[config.mk]
export PLATFORM = sky130hd
export DESIGN_NAME = iso14443a_frame_encoder
export DESIGN_NICKNAME = d
export VERILOG_FILES = /design/src/rtl/iso14443a_tx_pkg.sv /design/src/rtl/iso14443a_frame_encoder_odd_parity_acc.sv /design/src/rtl/iso14443a_frame_encoder.sv
export SDC_FILE = /design/constraint.sdc
export NUM_CORES = 1
export LEC_CHECK = 0
export CAP_MARGIN = 20
export CELL_PAD_IN_SITES_DETAIL_PLACEMENT = 1
export CELL_PAD_IN_SITES_GLOBAL_PLACEMENT = 2
export CORE_ASPECT_RATIO = 1.5
export CORE_MARGIN = 3
export CORE_UTILIZATION = 30
export CTS_CLUSTER_SIZE = 20
export DETAILED_ROUTE_END_ITERATION = 16
export GPL_ROUTABILITY_DRIVEN = 0
export PLACE_DENSITY_LB_ADDON = 0.1
export SETUP_SLACK_MARGIN = 0.15
export SYNTH_ARGS = -nofsm -noshare
export SYNTH_HDL_FRONTEND = slang
export SYNTH_SLANG_ARGS = --single-unit
[constraint.sdc]
create_clock -name clk -period 2.2 [get_ports clk]
set_clock_uncertainty 0.1 [all_clocks]
set_input_delay 0.44 -clock clk [delete_from_list [all_inputs] [get_ports clk]]
set_output_delay 0.44 -clock clk [all_outputs]
set_load 0.02 [all_outputs]
[src/rtl/iso14443a_tx_pkg.sv]
// ============================================================================
// Module   : iso14443a_tx_pkg
// Brief    : Shared types and constants for the ISO/IEC 14443-3A PICC tx framer.
// Revision : 1.0 - initial release
// ============================================================================
`default_nettype none

package iso14443a_tx_pkg;

    localparam int CRC_WIDTH     = 16;
    localparam int BITS_PER_BYTE = 8;

    typedef enum logic [2:0] {
        S_IDLE       = 3'd0,
        S_DATA       = 3'd1,
        S_PARITY     = 3'd2,
        S_CRC        = 3'd3,
        S_CRC_PARITY = 3'd4,
        S_END        = 3'd5
    } state_t;

endpackage

`default_nettype wire

[src/rtl/iso14443a_frame_encoder_odd_parity_acc.sv]
// ============================================================================
// Module   : odd_parity_acc
// Brief    : Running odd-parity accumulator; clear seeds it to 1 so the value
//            is the bit that makes byte-plus-parity contain an odd count of ones.
// Revision : 1.0 - initial release
// ============================================================================
`default_nettype none

module odd_parity_acc (
    input  logic clk,
    input  logic rst,
    input  logic clear,
    input  logic enable,
    input  logic bit_in,
    output logic parity
);

    logic acc;

    always_ff @(posedge clk) begin
        if (rst || clear) begin
            acc <= 1'b1;
        end else if (enable) begin
            acc <= acc ^ bit_in;
        end
    end

    assign parity = acc;

endmodule

`default_nettype wire

[src/rtl/iso14443a_frame_encoder.sv]
// ============================================================================
// Module   : iso14443a_frame_encoder
// Brief    : ISO/IEC 14443-3A PICC tx framer: odd parity per byte, optional
//            CRC_A trailer. Optional SVA under FRAME_ENCODER_ASSERT_EN.
// Revision : 1.0 - initial release
// ============================================================================
`default_nettype none

module iso14443a_frame_encoder
    import iso14443a_tx_pkg::*;
(
    input  logic                 clk,
    input  logic                 rst,
    input  logic                 fdt_trigger,
    input  logic                 append_crc,
    input  logic [CRC_WIDTH-1:0] crc,
    input  logic                 in_data,
    input  logic                 in_data_valid,
    input  logic                 in_last,
    output logic                 in_req,
    output logic                 out_data,
    output logic                 out_data_valid,
    output logic                 out_last,
    input  logic                 out_req
);

    state_t               state, state_nxt;
    logic [2:0]           bit_cnt, bit_cnt_nxt;
    logic                 crc_byte, crc_byte_nxt;
    logic                 crc_en, crc_en_nxt;
    logic [CRC_WIDTH-1:0] crc_hold, crc_hold_nxt;
    logic                 last_seen, last_seen_nxt;

    logic                 par_clear;
    logic                 par_en;
    logic                 par_bit;
    logic                 parity;
    logic                 crc_bit;

    localparam logic [2:0] LAST_BIT_IDX = 3'(BITS_PER_BYTE - 1);

    // crc_byte selects the half, bit_cnt the bit: LSB of each byte goes first
    assign crc_bit = crc_hold[{crc_byte, bit_cnt}];

    odd_parity_acc u_parity (
        .clk    (clk),
        .rst    (rst),
        .clear  (par_clear),
        .enable (par_en),
        .bit_in (par_bit),
        .parity (parity)
    );

    always_ff @(posedge clk) begin
        if (rst) begin
            state     <= S_IDLE;
            bit_cnt   <= 3'd0;
            crc_byte  <= 1'b0;
            crc_en    <= 1'b0;
            crc_hold  <= '0;
            last_seen <= 1'b0;
        end else begin
            state     <= state_nxt;
            bit_cnt   <= bit_cnt_nxt;
            crc_byte  <= crc_byte_nxt;
            crc_en    <= crc_en_nxt;
            crc_hold  <= crc_hold_nxt;
            last_seen <= last_seen_nxt;
        end
    end

    always_comb begin
        state_nxt      = state;
        bit_cnt_nxt    = bit_cnt;
        crc_byte_nxt   = crc_byte;
        crc_en_nxt     = crc_en;
        crc_hold_nxt   = crc_hold;
        last_seen_nxt  = last_seen;
        par_clear      = 1'b0;
        par_en         = 1'b0;
        par_bit        = 1'b0;
        out_data       = 1'b0;
        out_data_valid = 1'b0;
        out_last       = 1'b0;
        in_req         = 1'b0;

        case (state)
            S_IDLE: begin
                if (fdt_trigger && in_data_valid) begin
                    state_nxt     = S_DATA;
                    crc_en_nxt    = append_crc;
                    crc_hold_nxt  = crc;
                    bit_cnt_nxt   = 3'd0;
                    crc_byte_nxt  = 1'b0;
                    last_seen_nxt = 1'b0;
                    par_clear     = 1'b1;
                end
            end
            S_DATA: begin
                out_data_valid = 1'b1;
                out_data       = in_data;
                in_req         = out_req;
                if (out_req) begin
                    par_en        = 1'b1;
                    par_bit       = in_data;
                    bit_cnt_nxt   = bit_cnt + 3'd1;
                    last_seen_nxt = in_last;
                    if (bit_cnt == LAST_BIT_IDX || in_last) begin
                        state_nxt = S_PARITY;
                    end
                end
            end
            S_PARITY: begin
                out_data_valid = 1'b1;
                out_data       = parity;
                out_last       = last_seen && !crc_en;
                if (out_req) begin
                    bit_cnt_nxt = 3'd0;
                    par_clear   = 1'b1;
                    if (!last_seen) begin
                        state_nxt = S_DATA;
                    end else if (crc_en) begin
                        state_nxt    = S_CRC;
                        crc_byte_nxt = 1'b0;
                    end else begin
                        state_nxt = S_END;
                    end
                end
            end
            S_CRC: begin
                out_data_valid = 1'b1;
                out_data       = crc_bit;
                if (out_req) begin
                    par_en      = 1'b1;
                    par_bit     = crc_bit;
                    bit_cnt_nxt = bit_cnt + 3'd1;
                    if (bit_cnt == LAST_BIT_IDX) begin
                        state_nxt = S_CRC_PARITY;
                    end
                end
            end
            S_CRC_PARITY: begin
                out_data_valid = 1'b1;
                out_data       = parity;
                out_last       = crc_byte;
                if (out_req) begin
                    if (!crc_byte) begin
                        state_nxt    = S_CRC;
                        crc_byte_nxt = 1'b1;
                        bit_cnt_nxt  = 3'd0;
                        par_clear    = 1'b1;
                    end else begin
                        state_nxt = S_END;
                    end
                end
            end
            S_END: begin
                state_nxt = S_IDLE;
            end
            default: begin
                state_nxt = S_IDLE;
            end
        endcase
    end

`ifdef FRAME_ENCODER_ASSERT_EN
    a_valid_after_trigger: assert property (@(posedge clk) disable iff (rst)
        (state == S_IDLE && fdt_trigger && in_data_valid) |=> out_data_valid);

    a_idle_after_rst: assert property (@(posedge clk)
        rst |=> state == S_IDLE);

    a_in_req_only_in_data: assert property (@(posedge clk)
        in_req |-> state == S_DATA);

    a_output_stable: assert property (@(posedge clk) disable iff (rst)
        (out_data_valid && !out_req) |=> ($stable(out_data) && $stable(out_last)));
`endif

endmodule

`default_nettype wire

==> flow_metrics.tcl, run 1 <==
set metrics [dict create \
    status "finished, violations left" \
    violations "setup timing" \
    finalPower_uw 1040 \
    synth_top_cell_area_share 0.367 \
    tightest_slew_ps 420 \
    max_freq_ghz 0.419 \
    globalRouteOverflowTotal 0 \
    vias 1367 \
    endpoint_kind "output port" \
    drt_first_pass_iters 4 \
    synth_nets 183 \
    cts_hold_buf 0 \
    critPathMaxStageDelay_ps 370 \
    die_h_um 90.2 \
    cts_root_buf "clkbuf_8" \
    async_flop_share 0 \
    clockPowerShare 0.261 \
    ios 28 \
    row_count 30 \
    synth_edf_count 0 \
    rsz0062_at_grt "yes" \
    tritoncts "yes" \
    final.min_clock_period_ps 2390 \
    track_usage 0.156 \
    grt_start_max_net_pins 20 \
    maxSlewHeadroom 0.718 \
    min_path_type "flop to flop" \
    diodes 0 \
    numCtsBuffers 3 \
    synth_cell_type_count 39 \
    antenna_left 0 \
    synthCells 157 \
    p_leak_uw 0.000807 \
    critPathKind "flop to output port" \
    routedWlPerCell_um 15.4 \
    drc 0 \
    grt_pass1_vias 1520 \
    synth.yosys.seq_area_share 0.367 \
    intPower_uw 762 \
    cts.clk_slew.worst_paths_ps 90 \
    crit_buf_inv 2 \
    synth_common_cells "dfxtp_1 (26), nor2_1 (26), mux2i_1 (18), a21oi_1 (12), nand2_1 (10)" \
    cp_cell_sequence "buf_4 -> mux2_2 -> o22ai_1 -> o31a_1 -> a211o_2 -> o21ai_4 -> buf_6" \
    antenna_found_initial 0 \
    nets 240 \
    dp_hpwl_mm 3.48 \
    cap_violations 0 \
    crit_path_max_fanout 5 \
    ys.flop_type "dfxtp_1" \
    slowest_stage "dfxtp_4" \
    finalCritPeriodShare 1.08 \
    synth_area_um2 1420 \
    setup_ws_ps -187 \
    pwr-share-seq 0.495 \
    dieWidth_um 62.1 \
    viasPerCell 4.95 \
    instances_no_fill 276 \
    wl_mm 4.24 \
    grt_pass1_wl_mm 6.96 \
    final_core_util 0.453 \
    die_area_um2 5600 \
    numClockSinks 26 \
    synth_top_cell_by_area "dfxtp_1" \
    p_per_area_nw_per_um2 504 \
    synth_warnings 0 \
    hold_violations 0 \
    coreArea_um2 4540 \
    p_sw_uw 275 \
    slew_violations 0 \
    p_comb_frac 0.244 \
    syn_avg_cell_area_um2 9.03 \
    htree_levels 1 \
    irDropWorstVdd_v 0.000383 \
    place_inst 272 \
    cp.arrival_ps 1850 \
    clock_latency_ps 270 \
    path_delay_family "compound AO/OA/AOI/OAI gates" \
    swShare 0.266 \
    clockBufferDepth 2 \
    hold_slack_ps 409 \
    timing.setup.tns_ps -187 \
    layout-drive-gt1-share 0.307 \
    netlist_top_cells_area "dfxtp_1 (37%), mux2i_1 (13%), nor2_1 (6.9%), a21oi_1 (4.2%), mux4_2 (3.2%)" \
    start_util 0.312 \
    crit_path_start_kind "flop" \
    setup_viol 1 \
    required_ps 1660 \
    detail_route.iter0.violations 20 \
    area_growth_syn_to_layout_pct 45.0 \
    ys_seq_elements 26 \
    portBuffers 27 \
]
==> what timing repair did <==
action,4_1_cts,5_1_grt
endpoints found under the setup margin,6,7
setup buffers,1,0
pin swaps,2,5
resized for setup,19,12
==> sequential cells by signal, indices dropped and copies added, names as in the netlist <==
signal,count
crc_hold,16
bit_cnt,3
state,3
crc_byte,1
crc_en,1
last_seen,1
u_parity.parity,1
==> layer usage <==
layer / global-route usage / share of wire / wire (µm)
met5: 0 / 0 / 0
met4: 0.0683 / 0.021 / 87
met3: 0.0163 / 0.021 / 87
met2: 0.319 / 0.59 / 2490
met1: 0.150 / 0.37 / 1580
==> tightest hold or removal path: stages (launching register included) <==
cell and delay (ps):
dfxtp_1 340, mux2i_1 70, nor2_1 70
==> path summary, 6_finish.rpt <==
| path | startpoint | end | slack, ps | cells past startpoint |
|---|---|---|---|---|
| setup / recovery | bit_cnt[0]$_SDFFE_PP0P_ | out_data | -190 | 7 |
| hold / removal | crc_hold[2]$_SDFFE_PP0N_ | crc_hold[2]$_SDFFE_PP0N_ | 410 | 2 |
| setup reg to reg | bit_cnt[0]$_SDFFE_PP0P_ | state[2]$_SDFFE_PP0P_ | 170 | 10 |
| hold reg to reg | crc_hold[2]$_SDFFE_PP0N_ | crc_hold[2]$_SDFFE_PP0N_ | 410 | 2 |
==> logic make-up after synthesis <==
family,synth area share
buffers and inverters,0.0662
multiplexers,0.193
flip-flops,0.367
AND/OR/NAND/NOR,0.217
XOR/XNOR,0.00618
AO/OA/AOI/OAI,0.132
adder cells (fa/ha/maj),0.0176
==> metrics by stage <==
| step | area (µm²) | setup slack, ps |
|---|---|---|
| final | 2060 | -187 |
| after global routing | 2060 | -301 |
| after CTS | 2040 | -243 |
| after detailed placement | 1980 | -455 |
| after global placement | 1980 | -438 |
| after floorplan | 1430 | 162 |
==> power groups by stage <==
stage               clock (µW)  sequential [µW]  combinational (µW)
finish                     271              513                 253
global placement             0              524                 243
floorplan                    0              513                 133
detailed placement           0              525                 249
global route               305              517                 274
CTS                        285              514                 252
==> final cells by class <==
class                   count  area (µm²)
clock buffers               3        41.3
multi-input cells         116         846
inverters                   4        15.0
flip-flops and latches     26         528
fillers                   541        2490
repair buffers             63         546
well taps                  64        80.1
==> layout by cell type (no fill, tap or decap), drive strengths merged, types with 3 or more instances in the layout <==
master         Yosys  final
mux4               3      3
dfxtp             26     26
inv                4      4
and3               3      3
buf                7     39
clkdlybuf4s50      0     23
clkbuf             4      3
a21oi             12     12
nand2             10     10
mux2i             18     18
o21ai              6      6
nor4               3      3
nor2              26     26
Note: power is estimated with default switching activity, not from simulation.
==> run 2: changes to the inputs <==
CORE_UTILIZATION = 37   (was 30)
CTS_CLUSTER_SIZE = not set   (was 20)
DONT_BUFFER_PORTS = 1   (was not set)
==> flow_metrics.tcl, run 2 (synthesis gave the netlist of run 1 again) <==
set metrics [dict create \
    status "finished, violations left" \
    violations "setup timing" \
    clockBufferDepth 2 \
    htree_levels 1 \
    largest-register "crc_hold" \
    cp_cell_sequence "mux4_2 -> a22oi_2 -> o31a_1 -> a211o_2 -> o21ai_4" \
    maxSlewHeadroom 0.771 \
    numClockSinks 26 \
    cp.arrival_ps 1750 \
    drc 0 \
    final_core_util 0.453 \
    grt_busiest_layer "met2" \
    globalRouteOverflowTotal 0 \
    area_growth_syn_to_layout_pct 13.3 \
    wl_mm 3.68 \
    numCtsBuffers 3 \
    rsz0062_at_grt "yes" \
    endpoint_kind "output port" \
    viasPerCell 5.73 \
    drt_first_pass_iters 4 \
    track_usage 0.173 \
    nets 190 \
    p_per_area_nw_per_um2 615 \
    max_freq_ghz 0.436 \
    antenna_found_initial 0 \
    dieWidth_um 56.5 \
    path_delay_family "compound AO/OA/AOI/OAI gates" \
    cts_root_buf "clkbuf_8" \
    vias 1175 \
    setup_viol 1 \
    grt_start_max_net_pins 29 \
    finalCritPeriodShare 1.04 \
    slowest_stage "mux4_2" \
    fill_cells 431 \
    ios 28 \
    critPathMaxStageDelay_ps 500 \
    routedWlPerCell_um 17.9 \
    dp_hpwl_mm 2.81 \
    tritoncts "yes" \
    top_regs "crc_hold: 16 flops, bit_cnt: 3 flops, state: 3 flops" \
    crit_path_max_fanout 4 \
    die_area_um2 4630 \
    die_h_um 81.8 \
    met1_usage 0.188 \
    largest_reg_flops 16 \
    portBuffers 0 \
    cap_violations 0 \
    p_leak_uw 0.000584 \
    irDropWorstVdd_v 0.000372 \
    detail_route.iter0.violations 14 \
    coreArea_um2 3550 \
    crit_buf_inv 0 \
    layout_commonest_cell "nor2_1" \
    final.min_clock_period_ps 2290 \
    setup_ws_ps -94.4 \
    layout-drive-gt1-share 0.233 \
    cts_hold_buf 0 \
    min_path_type "input port to flop" \
    row_count 26 \
    met2_usage 0.339 \
    crit_path_start_kind "flop" \
    critPathKind "flop to output port" \
    slew_violations 0 \
    antenna_left 0 \
    grt_util_met3 0.0252 \
    tightest_slew_ps 342 \
    layout_common_cells "nor2_1 (26), dfxtp_1 (22), mux2i_1 (18), buf_4 (12), a21oi_1 (11)" \
    start_util 0.400 \
    required_ps 1660 \
    diodes 0 \
    cts.clk_slew.worst_paths_ps 90 \
    hold_violations 0 \
    grt_pass1_wl_mm 6.27 \
    clock_latency_ps 270 \
    post-place-ws_ps 101 \
    grt_pass1_vias 1301 \
]
==> run 2: cell types whose count changed in the layout (fill, tap and decap cells not counted), sizes merged <==
cell,before,now
clkdlybuf4s50,23,0
buf,39,13
clkbuf,3,4
clkdlybuf4s15,1,0
==> run 2: per-layer routing <==
layer | share of wire | vias up
met4 | 0.010 | 0
met5 | 0 | -
met1 | 0.39 | 572
li1 | - | 577
met2 | 0.57 | 22
met3 | 0.026 | 4
==> run 2: area by class of cell <==
| type | count | area (µm²) | share of cell area |
|---|---|---|---|
| multi-input combinational | 116 | 852 | 0.530 |
| sequential | 26 | 531 | 0.330 |
| timing repair buffer | 13 | 101 | 0.0631 |
| clock buffer | 4 | 55.1 | 0.0343 |
| tap | 42 | 52.6 | 0.0327 |
| inverter | 4 | 15.0 | 0.00935 |
==> run 2: power breakdown <==
part	leakage, µW	total, µW	internal (µW)	switching, µW
sequential	0.000214	515	493	21.4
clock	0.0000288	313	160	153
combinational	0.000341	160	76.6	83.2
total	0.000584	988	730	258
==> run 2: path summary, 6_finish.rpt <==
| kind | slack (ps) | to | start | cells past startpoint |
|---|---|---|---|---|
| setup reg to reg | 240 | u_parity.parity$_SDFFE_PP1P_ | bit_cnt[0]$_SDFFE_PP0P_ | 7 |
| setup / recovery | -90 | out_data | bit_cnt[0]$_SDFFE_PP0P_ | 5 |
| hold / removal | 120 | state[0]$_SDFFE_PP0P_ | rst | 1 |
| hold reg to reg | 400 | crc_hold[4]$_SDFFE_PP0N_ | crc_hold[4]$_SDFFE_PP0N_ | 2 |
==> run 2: what timing repair did <==
item / in CTS / in global routing
resized for setup: 5 / 8
pin swaps: 0 / 4
cloned: 0 / 0
buffers inserted: 1 / 2
endpoints found under the setup margin: 3 / 5
==> run 2: per-stage QoR <==
stage | hold slack, ps | instances | TNS (ps) | power (µW) | area, µm²
3_3_place_gp | 380 | 198 | 0 | 670 | 1480
3_5_place_dp | 387 | 198 | 0 | 675 | 1480
5_1_grt | 105 | 205 | -155 | 1040 | 1610
6_report | 119 | 205 | -94.4 | 988 | 1610
4_1_cts | 118 | 203 | -115 | 994 | 1560
2_1_floorplan | 351 | 157 | 0 | 646 | 1430
